--- config.mk ---
export PLATFORM = sky130hd
export DESIGN_NAME = mem_bus_responder
export DESIGN_NICKNAME = d
export VERILOG_FILES = /design/src/rtl/mem_bus_responder_pkg.sv /design/src/rtl/mem_bus_responder_byte_ram.sv /design/src/rtl/mem_bus_responder.sv
export SDC_FILE = /design/constraint.sdc
export NUM_CORES = 2
export LEC_CHECK = 0
export CAP_MARGIN = 20
export CORE_UTILIZATION = 45
export DETAILED_ROUTE_END_ITERATION = 8
export SKIP_LAST_GASP = 1
export SLEW_MARGIN = 20
export SYNTH_ARGS = -nofsm -noshare
export SYNTH_HDL_FRONTEND = slang
export SYNTH_SLANG_ARGS = --single-unit
export TNS_END_PERCENT = 5
--- constraint.sdc ---
create_clock -name Clock -period 5.3 [get_ports Clock]
set_clock_uncertainty 0.15 [all_clocks]
set_input_delay 0.53 -clock Clock [delete_from_list [all_inputs] [get_ports Clock]]
set_output_delay 0.53 -clock Clock [all_outputs]
set_load 0.01 [all_outputs]
--- src/rtl/mem_bus_responder_pkg.sv ---
`default_nettype none
// ============================================================================
// Module   : mem_bus_responder_pkg
// Brief    : Shared types and constants for the memory bus responder:
//            transfer state encoding and burst length.
// Revision : 1.0 - initial release
// ============================================================================
package mem_bus_responder_pkg;

    // Transfer sequencing states
    typedef enum logic [1:0] {
        ST_IDLE = 2'd0,
        ST_WAIT = 2'd1,
        ST_XFER = 2'd2,
        ST_DONE = 2'd3
    } state_t;

    // Number of bytes moved by a burst request
    localparam int BURST_LEN = 4;

    // Index of the final byte of a transfer (burst -> 3, single -> 0)
    function automatic logic [1:0] last_byte_idx(input logic burst);
        return burst ? 2'(BURST_LEN - 1) : 2'd0;
    endfunction

endpackage
`default_nettype wire

--- src/rtl/mem_bus_responder_byte_ram.sv ---
`default_nettype none
// ============================================================================
// Module   : byte_ram
// Brief    : Byte-wide storage array, synchronous write, asynchronous read.
//            Contents are not initialised and survive reset.
// Revision : 1.0 - initial release
// ============================================================================
module byte_ram #(
    parameter int ADDR_BITS = 8
) (
    input  logic                 Clock,
    input  logic                 wr_en,
    input  logic [ADDR_BITS-1:0] addr,
    input  logic [7:0]           wr_data,
    output logic [7:0]           rd_data
);

    localparam int DEPTH = 1 << ADDR_BITS;

    logic [7:0] mem [0:DEPTH-1];

    // Store one byte on the rising edge when the write enable is high
    always_ff @(posedge Clock) begin
        if (wr_en) begin
            mem[addr] <= wr_data;
        end
    end

    assign rd_data = mem[addr];

endmodule
`default_nettype wire

--- src/rtl/mem_bus_responder.sv ---
`default_nettype none
// ============================================================================
// Module   : mem_bus_responder
// Brief    : Memory bus slave. Accepts single-byte or 4-byte burst requests,
//            inserts WAIT_CYCLES wait states, moves one byte per cycle to or
//            from a byte RAM and signals completion with a one-cycle pulse.
// Revision : 1.0 - initial release
// ============================================================================
module mem_bus_responder
    import mem_bus_responder_pkg::*;
#(
    parameter int WAIT_CYCLES = 1,
    parameter int ADDR_BITS   = 8
) (
    input  logic        Clock,
    input  logic        Reset,
    input  logic        Req_CS,
    input  logic        Req_WR,
    input  logic        Req_Burst,
    input  logic [15:0] Req_Addr,
    input  logic [31:0] Req_WData,
    output logic [31:0] Rsp_RData,
    output logic        Rsp_Valid,
    output logic        Busy
);

    localparam logic [3:0] WAIT_INIT = 4'(WAIT_CYCLES);

    state_t                 state;
    logic [3:0]             wait_cnt;
    logic [1:0]             byte_idx;
    logic [1:0]             last_idx;
    logic [ADDR_BITS-1:0]   addr_q;
    logic [31:0]            wdata_q;
    logic                   wr_q;

    logic                   ram_wr_en;
    logic [ADDR_BITS-1:0]   ram_addr;
    logic [7:0]             ram_wr_data;
    logic [7:0]             ram_rd_data;

    // Address bits above ADDR_BITS are intentionally ignored
    logic                   unused_addr_bits;
    assign unused_addr_bits = ^Req_Addr;

    // Current byte address wraps naturally within the ADDR_BITS-wide array
    assign ram_addr    = addr_q + ADDR_BITS'(byte_idx);
    assign ram_wr_en   = (state == ST_XFER) && wr_q;
    assign ram_wr_data = wdata_q[{byte_idx, 3'b000} +: 8];

    byte_ram #(
        .ADDR_BITS (ADDR_BITS)
    ) u_ram (
        .Clock   (Clock),
        .wr_en   (ram_wr_en),
        .addr    (ram_addr),
        .wr_data (ram_wr_data),
        .rd_data (ram_rd_data)
    );

    // Request sequencer: accept, wait states, byte transfer, completion pulse
    always_ff @(posedge Clock or posedge Reset) begin
        if (Reset) begin
            state     <= ST_IDLE;
            wait_cnt  <= 4'd0;
            byte_idx  <= 2'd0;
            last_idx  <= 2'd0;
            addr_q    <= '0;
            wdata_q   <= 32'd0;
            wr_q      <= 1'b0;
            Rsp_RData <= 32'd0;
            Rsp_Valid <= 1'b0;
            Busy      <= 1'b0;
        end else begin
            Rsp_Valid <= 1'b0;
            case (state)
                ST_IDLE: begin
                    if (!Req_CS) begin
                        addr_q    <= Req_Addr[ADDR_BITS-1:0];
                        wdata_q   <= Req_WData;
                        wr_q      <= Req_WR;
                        last_idx  <= last_byte_idx(Req_Burst);
                        byte_idx  <= 2'd0;
                        // Cleared so single reads have zero upper bytes and
                        // writes report zero data
                        Rsp_RData <= 32'd0;
                        Busy      <= 1'b1;
                        if (WAIT_CYCLES == 0) begin
                            state <= ST_XFER;
                        end else begin
                            state    <= ST_WAIT;
                            wait_cnt <= WAIT_INIT;
                        end
                    end
                end
                ST_WAIT: begin
                    if (wait_cnt <= 4'd1) begin
                        wait_cnt <= 4'd0;
                        state    <= ST_XFER;
                    end else begin
                        wait_cnt <= wait_cnt - 4'd1;
                    end
                end
                ST_XFER: begin
                    if (!wr_q) begin
                        Rsp_RData[{byte_idx, 3'b000} +: 8] <= ram_rd_data;
                    end
                    if (byte_idx == last_idx) begin
                        state     <= ST_DONE;
                        Rsp_Valid <= 1'b1;
                    end else begin
                        byte_idx <= byte_idx + 2'd1;
                    end
                end
                ST_DONE: begin
                    state <= ST_IDLE;
                    Busy  <= 1'b0;
                end
                default: begin
                    state <= ST_IDLE;
                    Busy  <= 1'b0;
                end
            endcase
        end
    end

endmodule
`default_nettype wire

Word-level counts from Yosys, hierarchy flattened
Memories as Yosys holds them, arrays and structs flattened. Cells that the tools add are included.

Input bits: 53. Memories kept: 1. RAM bits: 2048. Register bits: 85. Word-level logic and storage cells: 61. Output and inout bits: 34.

Memory list: u_ram.mem (words 256, width 8, read ports 1, clocked after memory_dff 0, wr ports 1, line mem_bus_responder_byte_ram.sv:20) `logic [7:0] mem [0:DEPTH-1];`.

Reductions and logical operators: 11. Muxes and demuxes: 21. Add/subtract/negate cells: 4. Shifts and indexed selects: 3. Equal/unequal tests: 9. Bitwise operators: 1. $lt $le $gt $ge: 1.

Operators with widths (number): 2-to-1 mux 32 bit (2); one-hot mux 32 bit (2 select lines) (1); bitwise mux 32 bit (1); variable shift 8 x 7 -> 32 bit, first input constant (1); variable part select 32 x 6 -> 8 bit (1); variable part select 8 x 7 -> 32 bit (1); 2-to-1 mux 2 bit (6); AND reduction 3 bit (3); adder 8 x 2 -> 8 bit (1); 2-to-1 mux 4 bit (2); inequality test 2 bit, second input constant (4); one-hot mux 2 bit (4 select lines) (1); one-hot mux 4 bit (2 select lines) (1); negation 5 -> 7 bit (1); AND reduction 2 bit (3); nonzero test 2 bit (3); 2-to-1 mux 1 bit (5); equality test 2 bit, second input constant (2); less-or-equal comparator 4 x 1 -> 1 bit, second input constant (1); one-hot mux 2 bit (2 select lines) (1); subtractor 4 x 1 -> 4 bit, second input constant (1); adder 2 x 1 -> 2 bit, second input constant (1); equality test 2 x 1 -> 1 bit, second input constant (1); equality test 2 bit (1); other kinds (5) (5).

Longest topological paths before layout
An unclocked memory read counts as a cell.

Depth after elaboration: 6. Gate-level depth with buffers: 14.

By module
A second synthesis with hierarchy kept.

Cell total of the unflattened synthesis: 3825. Area, all modules: 82243.9 sq um.

Modules (own cells, without submodules): byte_ram (area an instance 78332.6 sq um, instances 1, cells an instance 3539); mem_bus_responder (area an instance 3911.3 sq um, instances 1, cells an instance 286).

Worst setup path before layout
OpenSTA, ideal clock, no wires.

Kind: reg-to-reg. From: reg byte_idx[0]. To: mem u_ram.mem[84][0] (enable). Slack: 1.558 ns. Required time: 4.780 ns. Stages on the path, launching flop included: 11. Setup time: 0.370 ns. Arrival time: 3.221 ns. Cell sequence: dfrtp_1 ha_1 fa_1 xnor2_2 buf_2 buf_2 buf_2 nor3_1 nand2_1 clkbuf_1 nor2_1.

Cells in the longest elaborated chain, start to end: 1.

Ends and longest elaborated chain: start, declared (line mem_bus_responder.sv:31) `logic [1:0] byte_idx;`; start signal, assigned (line mem_bus_responder.sv:112) `byte_idx <= byte_idx + 2'd1;`; adder 8 x 2 -> 8 bit (line mem_bus_responder.sv:47) `assign ram_addr = addr_q + ADDR_BITS'(byte_idx);`; end, declared (line mem_bus_responder_byte_ram.sv:20).

No other way between the ends.

Worst setup path after layout
From: reg byte_idx[0]. To: reg Rsp_RData[16].

Cells in the longest elaborated chain, start to end: 6. Elaborated cells between the ends (all ways): 8.

Ends and longest elaborated chain: adder 8 x 2 -> 8 bit (line mem_bus_responder.sv:47); memory (256 x 8 bit); variable part select 8 x 7 -> 32 bit (line mem_bus_responder.sv:106) `Rsp_RData[{byte_idx, 3'b000} +: 8] <= ram_rd_data;`; bitwise mux 32 bit (*) (line mem_bus_responder.sv:106); 2-to-1 mux 32 bit (*) (line mem_bus_responder.sv:105) `if (!wr_q) begin`; one-hot mux 32 bit (2 select lines) (*) (line mem_bus_responder.sv:76) `case (state)`; end signal, assigned by index (line mem_bus_responder.sv:106); end, declared (line mem_bus_responder.sv:22) `output logic [31:0] Rsp_RData,`.

Mark *: on every way between the ends. The rest lies on a longest branch, timed or not. The select of a mux whose other input is x is not followed. A chain may end at the register's enable or synchronous reset.

==> impl_metrics.toml <==
[worst_hold_path]
hp-class = "input pin to flip-flop"
hold_depth = 2

[final_layout]
syn_to_final_growth_pct = 13.79
layout.nets = 4144
layout-drive-gt1-share = 0.2781
stdcell_count = 6723

[power_and_ir_drop]
power_mw = 63.87
vdd_drop_max_mv = 0.6516
p_sw_mw = 22.70
clock_power_share = 0.230
seqPwrFrac = 0.359
pwr-share-comb = 0.411
leakage_nw = 29.61
p_int_mw = 41.16
power.density_nw_per_um2 = 672.7
swShare = 0.3554

[cts]
clockBufferDepth = 3
cts_num_sinks = 2132
cts_tree = "built"
cts_setup_buffers = 0
insertion_delay_ns = 0.87
hold_buffers = 1
cts_buffers = 211
clk_pin_slew_ns = 0.06
cts_resized = 0
root_buffer = "clkbuf_16"
htreeDepth = 4

[timing]
tns_ns = 0
finalMaxSlewViolations = 0
rsz0062_at_grt = "no"
relSlewSlack = 0.2657
setup_viol = 0
finalCritPeriodShare = 0.9265
period_minus_slack_ns = 4.910
clock.fmax_mhz = 203.7
tightest_slew_ns = 1.102
hold_viol = 0

[route]
wl_met1_um = 85570
drt-pass1-iter-count = 5
wl_per_cell_um = 30.44
finalWirelength_um = 204600
met3_length_um = 14890
drc = 0
wl_met2_um = 98630
dr_total_vias = 39684
viasPerCell = 5.903
dr.max_layer_used = "met4"
drt_iter0_markers = 4340
ant_nets = 0

[run_status]
outcome = "finished, final reports clean"

[logic_synthesis]
syn-cell-area_um2 = 83440
ys_seq_area_frac = 0.7623
mappedNetlistNets = 3880
synth_flop_cell = "edfxtp_1"
ys_ff_latch = 2132
yosysTopAreaCellShare = 0.7371
synth_largest_area_cell = "edfxtp_1"
synth_cell_types = 77
yosysWarnings = 0
synth_cells = 3814
synth.area.top_cells = "edfxtp_1 74%, mux4_2 16%, dfrtp_1 2.5%"
synth_edf_count = 2048
syn_area_per_cell_um2 = 21.88
async_flop_share = 0.03940

[floorplan]
die-area_um2 = 187100
start_util = 0.4543
num_rows = 157
dieHeight_um = 432.6
core_area_um2 = 183700
pin_count = 87
die_w_um = 432.6

[worst_setup_path]
worstPathArrival_ns = 5.54
crit_path_top_delay_cell = "fa_4"
critPathRequiredTime_ns = 5.93
path_cells = "ha_4 -> fa_4 -> buf_12 -> buf_12 -> mux4_2 -> mux4_2 -> o22ai_1 -> nor3_1 -> nand4_1 -> o21ai_1"
r2r_cells = 10
crit_fanout = 43
cpPeakStageDelay_ns = 1.16
endpoint_kind = "flip-flop"
path_class = "flip-flop to flip-flop"
start_kind = "flip-flop"

[global_routing]
antenna_found_initial = 3
grt_pass1_vias = 40047
grt-ovfl-total = 0
grt.total_usage = 0.2211
grt_max_degree = 134
grt_first_pass_wirelength_um = 294300

[placed_design]
numPortBuffers = 78
dp_hpwl_um = 123300
gp_congestion = 0.8463
dp.cells = 6326

[flow_run]
maxCapViolCount = 0
area by class of cell:
type / instances / area [um^2]
Antenna cell: 1 / 2.502
Clock buffer: 263 / 5518
Clock inverter: 130 / 1301
Fill cell: 14324 / 88730
Inverter: 9 / 35.03
Multi-Input combinational cell: 1448 / 18590
Sequential cell: 2132 / 63600
Tap cell: 2464 / 3083
Timing Repair Buffer: 276 / 2810
layer usage:
layer / track usage / up-vias
met1: 0.3147 / 21430
met3: 0.04467 / 263
met5: 0 / -
met4: 0.06412 / 0
li1: - / 16510
met2: 0.3475 / 1481
power groups by stage:
stage                     logic [mW]  registers [mW]  clock network [mW]
after floorplan                 16.4            23.6                   0
after global routing            27.6            23.0                15.6
after detailed placement        26.5            23.3                   0
after CTS                       26.6            22.9                14.9
final                           26.2            22.9                14.7
after global placement          26.2            23.3                   0
cells in the mapped netlist (6+ instances only):
master	number
buf_2	72
buf_6	27
inv_1	9
mux2i_1	33
ha_1	12
a22oi_1	9
a32oi_1	8
buf_4	33
clkbuf_1	72
nand3_1	27
edfxtp_1	2048
mux2_2	47
o21ai_1	12
o32ai_1	7
nand2b_1	9
buf_1	16
a21oi_1	22
nand4_1	8
nor2_1	273
a41oi_1	6
nor3_1	46
or2_2	6
o22ai_1	22
nor3b_1	8
nor4_1	7
o22a_1	6
nand2_1	146
mux4_2	604
o31ai_1	24
dfrtp_1	84
o21ai_0	17
logic make-up (layout without fill, tap and decap cells):
group,after synthesis,after routing,synth area share
flip-flops,2132,2132,0.7623
adder cells (fa/ha/maj),13,13,0.002039
XOR/XNOR,6,6,0.001035
multiplexers,684,684,0.1733
AO/OA/AOI/OAI,179,179,0.01578
AND/OR/NAND/NOR,566,566,0.02935
other,0,1,0
buffers and inverters,234,678,0.01620
registers in the layout, summed over array words and instances (netlist names):
name / flops
last_idx: 1
Rsp_RData: 32
byte_idx: 2
wr_q: 1
addr_q: 8
wait_cnt: 4
u_ram.mem: 2048
Busy: 1
Rsp_Valid: 1
wdata_q: 32
state: 2
layout by cell type (no fill, tap or decap), drive strengths merged, types with 5 or more instances in the layout:
master,instances
clkinv,104
o22ai,23
or2,10
inv,11
a32oi,9
clkinvlp,6
nand3b,5
a21oi,23
dfrtp,84
o21ai,29
mux4,604
a22oi,10
nor2,273
edfxtp,2048
buf,197
nor3b,8
nand4,9
nor2b,5
nand3,27
nor4,7
nor3,46
nand2b,9
mux2i,33
ha,12
o31ai,24
mux2,47
clkbuf,263
o32ai,7
bufinv,18
o22a,6
nand2,146
a41oi,6
or4,6
clkdlybuf4s50,78
and3,5
a31oi,6
worst paths after layout:
check,startpoint,end,slack (ns)
worst max-delay path,byte_idx[0]$_DFFE_PP0P_,Rsp_RData[16]$_DFFE_PP0P_,0.39
worst min-delay path,Req_WData[18],wdata_q[18]$_DFFE_PP0P_,0.13
min in group asynchronous,Reset,wdata_q[16]$_DFFE_PP0P_,0.53
worst min register to register,Rsp_RData[29]$_DFFE_PP0P_,Rsp_RData[29]$_DFFE_PP0P_,0.34
max in group asynchronous,Reset,wr_q$_DFFE_PP0P_,3.44
worst max register to register,byte_idx[0]$_DFFE_PP0P_,Rsp_RData[16]$_DFFE_PP0P_,0.39
per-stage QoR:
step	utilization	hold slack, ns	worst slack (ns)	cell area (um^2)
finish	0.5169	0.1275	0.3897	94940
global placement	0.4794	0.3255	0.5828	88050
detailed placement	0.4794	0.3312	0.5329	88050
floorplan	-	0.3252	1.558	83440
global route	0.5169	0.09651	0.2845	94940
CTS	0.5166	0.06181	0.5250	94880
worst max-delay path, delay by kind of cell (launching register included):
| family | cells | cell delay (ns) |
|---|---|---|
| AOI/OAI and AO/OA | 2 | 0.40 |
| adders and majority gates | 2 | 1.35 |
| buffers and inverters | 2 | 0.54 |
| DFF | 1 | 0.41 |
| muxes | 2 | 0.48 |
| and+or+nand+nor | 2 | 1.40 |
Power figures use the tool's default switching activity.
